### src/rtl/alu_operand_loader_pkg.sv
// -----------------------------------------------------------------------------
// alu_defs : definitions shared by the ALU and its operand loader.
//   - Op-code constants for the eight supported ALU operations.
//   - One-hot state encodings of the loader FSM. The encodings double as the
//     state_leds pattern.
//   - is_legal_op(): legality decode for an incoming 6-bit op code.
// -----------------------------------------------------------------------------
package alu_defs;

  localparam logic [5:0] OP_ADD = 6'b100000;
  localparam logic [5:0] OP_SUB = 6'b100010;
  localparam logic [5:0] OP_AND = 6'b100100;
  localparam logic [5:0] OP_OR  = 6'b100101;
  localparam logic [5:0] OP_XOR = 6'b100110;
  localparam logic [5:0] OP_SRA = 6'b000011;
  localparam logic [5:0] OP_SRL = 6'b000010;
  localparam logic [5:0] OP_NOR = 6'b100111;

  // One-hot so the state register drives the indicator LEDs directly.
  typedef enum logic [3:0] {
    ST_WAIT_A  = 4'b0001,
    ST_WAIT_B  = 4'b0010,
    ST_WAIT_OP = 4'b0100,
    ST_SHOW    = 4'b1000
  } state_e;

  function automatic logic is_legal_op(input logic [5:0] op);
    logic legal;
    legal = 1'b0;
    case (op)
      OP_ADD, OP_SUB, OP_AND, OP_OR,
      OP_XOR, OP_SRA, OP_SRL, OP_NOR: legal = 1'b1;
      default:                        legal = 1'b0;
    endcase
    return legal;
  endfunction

endpackage

### src/rtl/alu_operand_loader_if.sv
// -----------------------------------------------------------------------------
// alu_operand_loader_if : board-side and ALU-side signals of the loader.
//   sw           switch bank (A, B and op-code source; op code is sw[5:0])
//   btn_load     raw bouncing load button
//   buf_A/buf_B  latched signed operands
//   buf_Op       latched op code
//   result_valid high while a complete operand set is shown
//   op_error     one-cycle pulse when an illegal op code is rejected
//   state_leds   one-hot state indicator
// master: the board / test side that drives sw and btn_load.
// slave : the loader itself.
// -----------------------------------------------------------------------------
interface alu_operand_loader_if #(
  parameter int nbits = 8
);
  logic        [nbits-1:0] sw;
  logic                    btn_load;
  logic signed [nbits-1:0] buf_A;
  logic signed [nbits-1:0] buf_B;
  logic        [5:0]       buf_Op;
  logic                    result_valid;
  logic                    op_error;
  logic        [3:0]       state_leds;

  modport master (
    output sw, btn_load,
    input  buf_A, buf_B, buf_Op, result_valid, op_error, state_leds
  );

  modport slave (
    input  sw, btn_load,
    output buf_A, buf_B, buf_Op, result_valid, op_error, state_leds
  );
endinterface

### src/rtl/alu_operand_loader_btn_debouncer.sv
// -----------------------------------------------------------------------------
// btn_debouncer : conditions a raw push button into a one-cycle press strobe.
//   clk      system clock
//   reset    synchronous active-high reset
//   raw_i    raw asynchronous, bouncing button level
//   press_o  registered one-cycle strobe on each debounced 0->1 transition
// The level must differ from the debounced level for DEBOUNCE_CYCLES
// consecutive cycles before the debounced level follows it.
// -----------------------------------------------------------------------------
module btn_debouncer #(
  parameter int DEBOUNCE_CYCLES = 500000
) (
  input  logic clk,
  input  logic reset,
  input  logic raw_i,
  output logic press_o
);

  localparam int CNT_W = $clog2(DEBOUNCE_CYCLES + 1);
  localparam logic [CNT_W-1:0] CNT_LAST = CNT_W'(DEBOUNCE_CYCLES - 1);

  logic             sync1_q, sync2_q;
  logic [CNT_W-1:0] cnt_q;
  logic             deb_q, deb_prev_q;
  logic             press_q;

  always_ff @(posedge clk) begin
    if (reset) begin
      sync1_q    <= 1'b0;
      sync2_q    <= 1'b0;
      cnt_q      <= '0;
      deb_q      <= 1'b0;
      deb_prev_q <= 1'b0;
      press_q    <= 1'b0;
    end else begin
      // synchronizer
      sync1_q <= raw_i;
      sync2_q <= sync1_q;

      // stability counter: the edge that would bring it to DEBOUNCE_CYCLES
      // commits the new level instead.
      if (sync2_q == deb_q) begin
        cnt_q <= '0;
      end else if (cnt_q == CNT_LAST) begin
        cnt_q <= '0;
        deb_q <= sync2_q;
      end else begin
        cnt_q <= cnt_q + 1'b1;
      end

      // rising-edge strobe; release generates nothing
      deb_prev_q <= deb_q;
      press_q    <= deb_q & ~deb_prev_q;
    end
  end

  assign press_o = press_q;

endmodule

### src/rtl/alu_operand_loader.sv
// -----------------------------------------------------------------------------
// alu_operand_loader : sequential operand front end for the nbits-wide ALU.
//   clk    system clock
//   reset  synchronous active-high reset
//   bus    alu_operand_loader_if slave port:
//            in : sw, btn_load
//            out: buf_A, buf_B, buf_Op, result_valid, op_error, state_leds
// Each debounced press captures the switch bank into the next slot
// (A, then B, then op code). Illegal op codes are rejected with an op_error
// pulse. A press while showing the result returns to WAIT_A without
// disturbing the buffers, so the ALU output stays stable until the next A.
// -----------------------------------------------------------------------------
module alu_operand_loader
  import alu_defs::*;
#(
  parameter int nbits           = 8,
  parameter int DEBOUNCE_CYCLES = 500000
) (
  input logic                clk,
  input logic                reset,
  alu_operand_loader_if.slave bus
);

  logic press;

  btn_debouncer #(
    .DEBOUNCE_CYCLES(DEBOUNCE_CYCLES)
  ) u_debouncer (
    .clk    (clk),
    .reset  (reset),
    .raw_i  (bus.btn_load),
    .press_o(press)
  );

  state_e                  state_q;
  logic signed [nbits-1:0] buf_a_q;
  logic signed [nbits-1:0] buf_b_q;
  logic        [5:0]       buf_op_q;
  logic                    result_valid_q;
  logic                    op_error_q;

  always_ff @(posedge clk) begin
    if (reset) begin
      state_q        <= ST_WAIT_A;
      buf_a_q        <= '0;
      buf_b_q        <= '0;
      buf_op_q       <= 6'b000000;
      result_valid_q <= 1'b0;
      op_error_q     <= 1'b0;
    end else begin
      op_error_q <= 1'b0;
      if (press) begin
        case (state_q)
          ST_WAIT_A: begin
            buf_a_q <= bus.sw;
            state_q <= ST_WAIT_B;
          end
          ST_WAIT_B: begin
            buf_b_q <= bus.sw;
            state_q <= ST_WAIT_OP;
          end
          ST_WAIT_OP: begin
            if (is_legal_op(bus.sw[5:0])) begin
              buf_op_q       <= bus.sw[5:0];
              state_q        <= ST_SHOW;
              result_valid_q <= 1'b1;
            end else begin
              op_error_q <= 1'b1;
            end
          end
          ST_SHOW: begin
            state_q        <= ST_WAIT_A;
            result_valid_q <= 1'b0;
          end
          default: begin
            state_q        <= ST_WAIT_A;
            result_valid_q <= 1'b0;
          end
        endcase
      end
    end
  end

  assign bus.buf_A        = buf_a_q;
  assign bus.buf_B        = buf_b_q;
  assign bus.buf_Op       = buf_op_q;
  assign bus.result_valid = result_valid_q;
  assign bus.op_error     = op_error_q;
  assign bus.state_leds   = state_q;

endmodule
### src/flat_wrapper.sv
// flat-port wrapper written by rule: the top's interface ports become plain ports
module alu_operand_loader_flat import alu_defs::*;
#(
  parameter int nbits           = 8,
  parameter int DEBOUNCE_CYCLES = 500000
)
  (clk, reset, bus_sw, bus_btn_load, bus_buf_A, bus_buf_B, bus_buf_Op, bus_result_valid, bus_op_error, bus_state_leds);
  alu_operand_loader_if #(.nbits(nbits)) bus_i ();
  input logic clk;
  input logic reset;
  input wire logic [$bits(bus_i.sw)-1:0] bus_sw;
  input wire logic [$bits(bus_i.btn_load)-1:0] bus_btn_load;
  output wire logic [$bits(bus_i.buf_A)-1:0] bus_buf_A;
  output wire logic [$bits(bus_i.buf_B)-1:0] bus_buf_B;
  output wire logic [$bits(bus_i.buf_Op)-1:0] bus_buf_Op;
  output wire logic [$bits(bus_i.result_valid)-1:0] bus_result_valid;
  output wire logic [$bits(bus_i.op_error)-1:0] bus_op_error;
  output wire logic [$bits(bus_i.state_leds)-1:0] bus_state_leds;
  assign bus_i.sw = bus_sw;
  assign bus_i.btn_load = bus_btn_load;
  assign bus_buf_A = bus_i.buf_A;
  assign bus_buf_B = bus_i.buf_B;
  assign bus_buf_Op = bus_i.buf_Op;
  assign bus_result_valid = bus_i.result_valid;
  assign bus_op_error = bus_i.op_error;
  assign bus_state_leds = bus_i.state_leds;
  alu_operand_loader #(.nbits(nbits), .DEBOUNCE_CYCLES(DEBOUNCE_CYCLES)) u_core (.clk(clk), .reset(reset), .bus(bus_i));
endmodule
### config.mk
export PLATFORM = sky130hd
export DESIGN_NAME = alu_operand_loader_flat
export DESIGN_NICKNAME = d
export VERILOG_FILES = /design/src/rtl/alu_operand_loader_pkg.sv /design/src/rtl/alu_operand_loader_if.sv /design/src/rtl/alu_operand_loader_btn_debouncer.sv /design/src/rtl/alu_operand_loader.sv /design/src/flat_wrapper.sv
export SDC_FILE = /design/constraint.sdc
export NUM_CORES = 1
export LEC_CHECK = 0
export CORE_MARGIN = 2
export CORE_UTILIZATION = 51
export DETAILED_ROUTE_END_ITERATION = 12
export GPL_ROUTABILITY_DRIVEN = 0
export PLACE_DENSITY = 0.76
export SETUP_SLACK_MARGIN = 0.5
export SLEW_MARGIN = 0
export SYNTH_ARGS = -nofsm -noshare
export SYNTH_HDL_FRONTEND = slang
export SYNTH_SLANG_ARGS = --single-unit
export TNS_END_PERCENT = 20
### constraint.sdc
create_clock -name clk -period 1.86 [get_ports clk]
set_input_delay 0.372 -clock clk [delete_from_list [all_inputs] [get_ports clk]]
set_output_delay 0.372 -clock clk [all_outputs]
set_load 0.1 [all_outputs]
==> metrics.log <==
INFO  metric finalSetupViolCount = 0
INFO  metric grt_setup_unrepaired = true
INFO  metric slowest_stage = sky130_fd_sc_hd__dfxtp_4
INFO  metric n_antenna_cell = 0
INFO  metric synth_adder_area_share = 0.591%
INFO  metric timing.hold.worst.class = reg -> reg
INFO  metric pwr_density_cell = approximately 580 nW/um^2
INFO  metric cts_htree_levels = 2
INFO  metric clk_root_buffer_cell = sky130_fd_sc_hd__clkbuf_8
INFO  metric timing.critical_path.fanout_max = 8
INFO  metric router_iterations_before_antenna_repair = 4
INFO  metric synth.area.mux_share = 7.56%
INFO  metric crit_arrival = approximately 1.7 ns
INFO  metric antenna_left = 0
INFO  metric synth.yosys.warnings = 0
INFO  metric grt_max_degree = 33
INFO  metric postSynthCellCount = 224
INFO  metric post_drt_wl_per_cell = 15.4 microns
INFO  metric yosysSeqAreaShare = around 49%
INFO  metric postRouteWirelength = 5260 microns
INFO  metric grt_pass1_wl = 8060 microns
INFO  metric synthXorXnorAreaFrac = 5.38%
INFO  metric ys_dominant_reg_cell = sky130_fd_sc_hd__dfxtp_1
INFO  metric n_fill_cell = 244
INFO  metric globalRoute.totalOverflow = 0
INFO  metric post_route_cells_drive_above_1_share = 37.1%
INFO  metric floorplan.die_area = 4680 sq um
INFO  metric cts_num_sinks = 52
INFO  metric hold_violations = 0
INFO  metric drv.max_cap_violation_count = 0
INFO  metric fp.dieW = 68.4 microns
INFO  metric initial_antenna_violation_count = 0
INFO  metric crit_chain = buf_4 > nor2_1 > nand4b_1 > o21bai_4 > buf_6 > nor2_1
INFO  metric maxSlewHeadroom = 78.8%
INFO  metric areaGrowthSynthToFinish = 48.8%
INFO  metric data_required_time_at_the_worst_endpoint = about 2.1 ns
INFO  metric die_y_extent = 68.4 microns
INFO  metric fin_skew = 0.00531 ns
INFO  metric detail_route.drc_violations = 0
INFO  metric cts_hold_buffers = 0
INFO  metric share_of_the_synthesized_area_in_compound_gates_ao_oa_aoi_oai = around a tenth
INFO  metric rows = 23
INFO  metric post_synth.cell_area_avg = 9.46 sq um
INFO  metric total_power = 1.83 mW
INFO  metric asyncSetResetFlopFracSynth = 0%
INFO  metric number_of_global_route_vias_before_repair = 1,791
INFO  metric dr_total_vias = between 1,500 and 2,000
INFO  metric floorplan.initialDensity = 53.0%
INFO  metric clock_tree.buffer_depth = 2
INFO  metric clk_pin_slew = 0.09 ns
INFO  metric finalSetupTns = 0 ns
INFO  metric worstSetupStartpointType = flip-flop
INFO  metric post_synth_and_or_nand_nor_area_fraction = 24.1%
INFO  metric nets = approximately 300
INFO  metric worst-setup-path-type = reg -> reg
INFO  metric tritoncts = done
INFO  metric synth_cell_types = 41
INFO  metric static-leakage-power = around 1.2 nW
INFO  metric synth_enable_flop_cells = 0
INFO  metric dp.final_hpwl = 3120 microns
INFO  metric portBuffers = 38
INFO  metric core_region_area = approximately 4000 sq um
INFO  metric numCtsBuffers = 5
INFO  metric combinational_family_with_the_most_area_after_synthesis = simple AND/OR/NAND/NOR gates
INFO  metric synthesis.nets = 236
INFO  metric post-route-period-util = around 83%
INFO  metric ir_drop = 0.000552 V
INFO  metric final_period_minus_worst_setup_slack = 1.54 ns
INFO  metric insertion_delay = 0.31 ns
INFO  metric critPathMostFrequentCell = sky130_fd_sc_hd__nor2_1
INFO  metric drt_via_density = roughly 5.6
INFO  metric crit_path_end_kind = flip-flop
INFO  metric grtUsageTotal = around a quarter
INFO  metric timing.reg2reg.setup_slack = between 0.3 and 0.4 ns
INFO  metric design.portCount = 39
INFO  metric slew_violations = 0
INFO  metric cell_area_after_synthesis = approximately 2100 sq um
INFO  metric max_stage_delay = 0.35 ns
INFO  metric drt_first_iter_violations = 154
INFO  metric max_clock_freq = 648 MHz
INFO  metric run_status = finished, final reports clean
INFO  metric slew_at_the_pin_with_the_worst_max_slew_slack = 0.317 ns
INFO  metric yosys_register_bits = 52
-- Yosys cell counts, types with 3 or more instances --
master,count,share of area [%]
sky130_fd_sc_hd__dfxtp_1,52,49
sky130_fd_sc_hd__nor2_1,35,6.2
sky130_fd_sc_hd__mux2i_1,16,7.6
sky130_fd_sc_hd__a21oi_1,13,3.1
sky130_fd_sc_hd__nand2_1,9,1.6
sky130_fd_sc_hd__nand4_1,9,2.7
sky130_fd_sc_hd__xor2_1,8,3.3
sky130_fd_sc_hd__nand3_1,6,1.4
sky130_fd_sc_hd__o31ai_1,6,2.1
sky130_fd_sc_hd__inv_1,5,0.89
sky130_fd_sc_hd__nand2b_1,5,1.5
sky130_fd_sc_hd__nor2b_1,5,1.5
sky130_fd_sc_hd__o21ai_0,5,1.2
sky130_fd_sc_hd__xnor2_1,5,2.1
sky130_fd_sc_hd__buf_2,4,0.95
sky130_fd_sc_hd__clkbuf_1,4,0.71
sky130_fd_sc_hd__or3_1,4,1.2
sky130_fd_sc_hd__nor3_1,3,0.71
-- critical path: cells and delay by family (launching register included) --
family	cells	cell delay, ns
AND/OR/NAND/NOR	3	0.48
flip-flops	1	0.35
AO/OA/AOI/OAI	1	0.28
buffers and inverters	2	0.32
-- what timing repair did --
item,CTS,global route
setup buffers,12,8
resized for setup,31,16
setup endpoints to repair,36,37
gates cloned,2,1
endpoints found under the hold margin,0,0
pin swaps,5,7
-- registers in the layout, indices dropped and copies added (netlist names), 4 cells and up --
register / flops
u_core.bus.buf_B: 8
u_core.bus.state_leds: 4
u_core.bus.buf_A: 8
u_core.bus.buf_Op: 6
u_core.u_debouncer.cnt_q: 19
-- layout by cell type (no fill, tap or decap), types with 2 or more instances in the layout --
| cell | count |
|---|---|
| sky130_fd_sc_hd__xnor2_1 | 5 |
| sky130_fd_sc_hd__dfxtp_2 | 7 |
| sky130_fd_sc_hd__buf_6 | 3 |
| sky130_fd_sc_hd__a21oi_2 | 2 |
| sky130_fd_sc_hd__o22ai_1 | 2 |
| sky130_fd_sc_hd__nor3b_1 | 2 |
| sky130_fd_sc_hd__inv_1 | 5 |
| sky130_fd_sc_hd__nor2b_1 | 4 |
| sky130_fd_sc_hd__or3_1 | 4 |
| sky130_fd_sc_hd__nand4_1 | 9 |
| sky130_fd_sc_hd__a21oi_1 | 11 |
| sky130_fd_sc_hd__nor2_2 | 4 |
| sky130_fd_sc_hd__nand3_1 | 5 |
| sky130_fd_sc_hd__buf_4 | 38 |
| sky130_fd_sc_hd__clkinv_2 | 2 |
| sky130_fd_sc_hd__clkdlybuf4s50_1 | 8 |
| sky130_fd_sc_hd__nand2b_1 | 4 |
| sky130_fd_sc_hd__dfxtp_4 | 11 |
| sky130_fd_sc_hd__o31ai_1 | 6 |
| sky130_fd_sc_hd__dfxtp_1 | 34 |
| sky130_fd_sc_hd__buf_12 | 15 |
| sky130_fd_sc_hd__mux2i_1 | 16 |
| sky130_fd_sc_hd__o21ai_0 | 5 |
| sky130_fd_sc_hd__nor2_1 | 31 |
| sky130_fd_sc_hd__nor3_1 | 3 |
| sky130_fd_sc_hd__and3_4 | 2 |
| sky130_fd_sc_hd__nand2_1 | 9 |
| sky130_fd_sc_hd__xor2_1 | 8 |
| sky130_fd_sc_hd__clkbuf_8 | 6 |
| sky130_fd_sc_hd__nand4b_1 | 2 |
| sky130_fd_sc_hd__dlygate4sd2_1 | 2 |
-- per-layer routing --
layer | routed length [microns] | vias up | GRT usage, %
li1 | - | 931 | -
met1 | 2250 | 894 | 28.5
met2 | 2570 | 77 | 37.5
met3 | 328 | 10 | 5.26
met4 | 108 | 0 | 14.5
met5 | 0 | - | 0
-- report_power, final --
group	internal (mW)	switching, mW
clock network	0.297	0.359
logic	0.0382	0.0403
registers	1.10	0.00150
-- final timing paths --
| kind | start | endpoint | depth (start not counted) |
|---|---|---|---|
| max | u_core.u_debouncer.cnt_q[5] | u_core.u_debouncer.cnt_q[12] | 6 |
| min | u_core.u_debouncer.deb_prev_q | u_core.u_debouncer.press_o | 1 |
| min reg2reg | u_core.u_debouncer.deb_prev_q | u_core.u_debouncer.press_o | 1 |
| max reg2reg | u_core.u_debouncer.cnt_q[5] | u_core.u_debouncer.cnt_q[12] | 6 |
-- stage by stage --
| step | instance area [sq um] | hold slack (ns) | util (%) | setup slack, ns | std cells |
|---|---|---|---|---|---|
| final | 3150 | 0.382 | 78.8 | 0.318 | 341 |
| after global routing | 3150 | 0.389 | 78.8 | 0.264 | 341 |
| after CTS | 3020 | 0.387 | 75.4 | 0.376 | 332 |
| after detailed placement | 2740 | 0.374 | 68.6 | 0.00320 | 310 |
| after global placement | 2740 | 0.371 | 68.6 | 0.101 | 310 |
| after floorplan | 2190 | 0.367 | - | 0.400 | 224 |
-- kinds of logic after synthesis --
logic type / after synthesis
mux: 16
compound gates: 34
xor+xnor: 13
fa+ha+maj: 1
simple gates: 94
flops: 52
buf+inv: 14
-- layout make-up --
class / count / area [sq um] / share of cell area, %
Multi-Input combinational cell: 158 / 1140 / 36.3
Sequential cell: 52 / 1090 / 34.6
Timing Repair Buffer: 68 / 743 / 23.6
Clock buffer: 6 / 82.6 / 2.62
Tap cell: 50 / 62.6 / 1.98
Inverter: 5 / 18.8 / 0.595
Clock inverter: 2 / 10.0 / 0.318
Note: power is estimated with default switching activity, not from simulation.
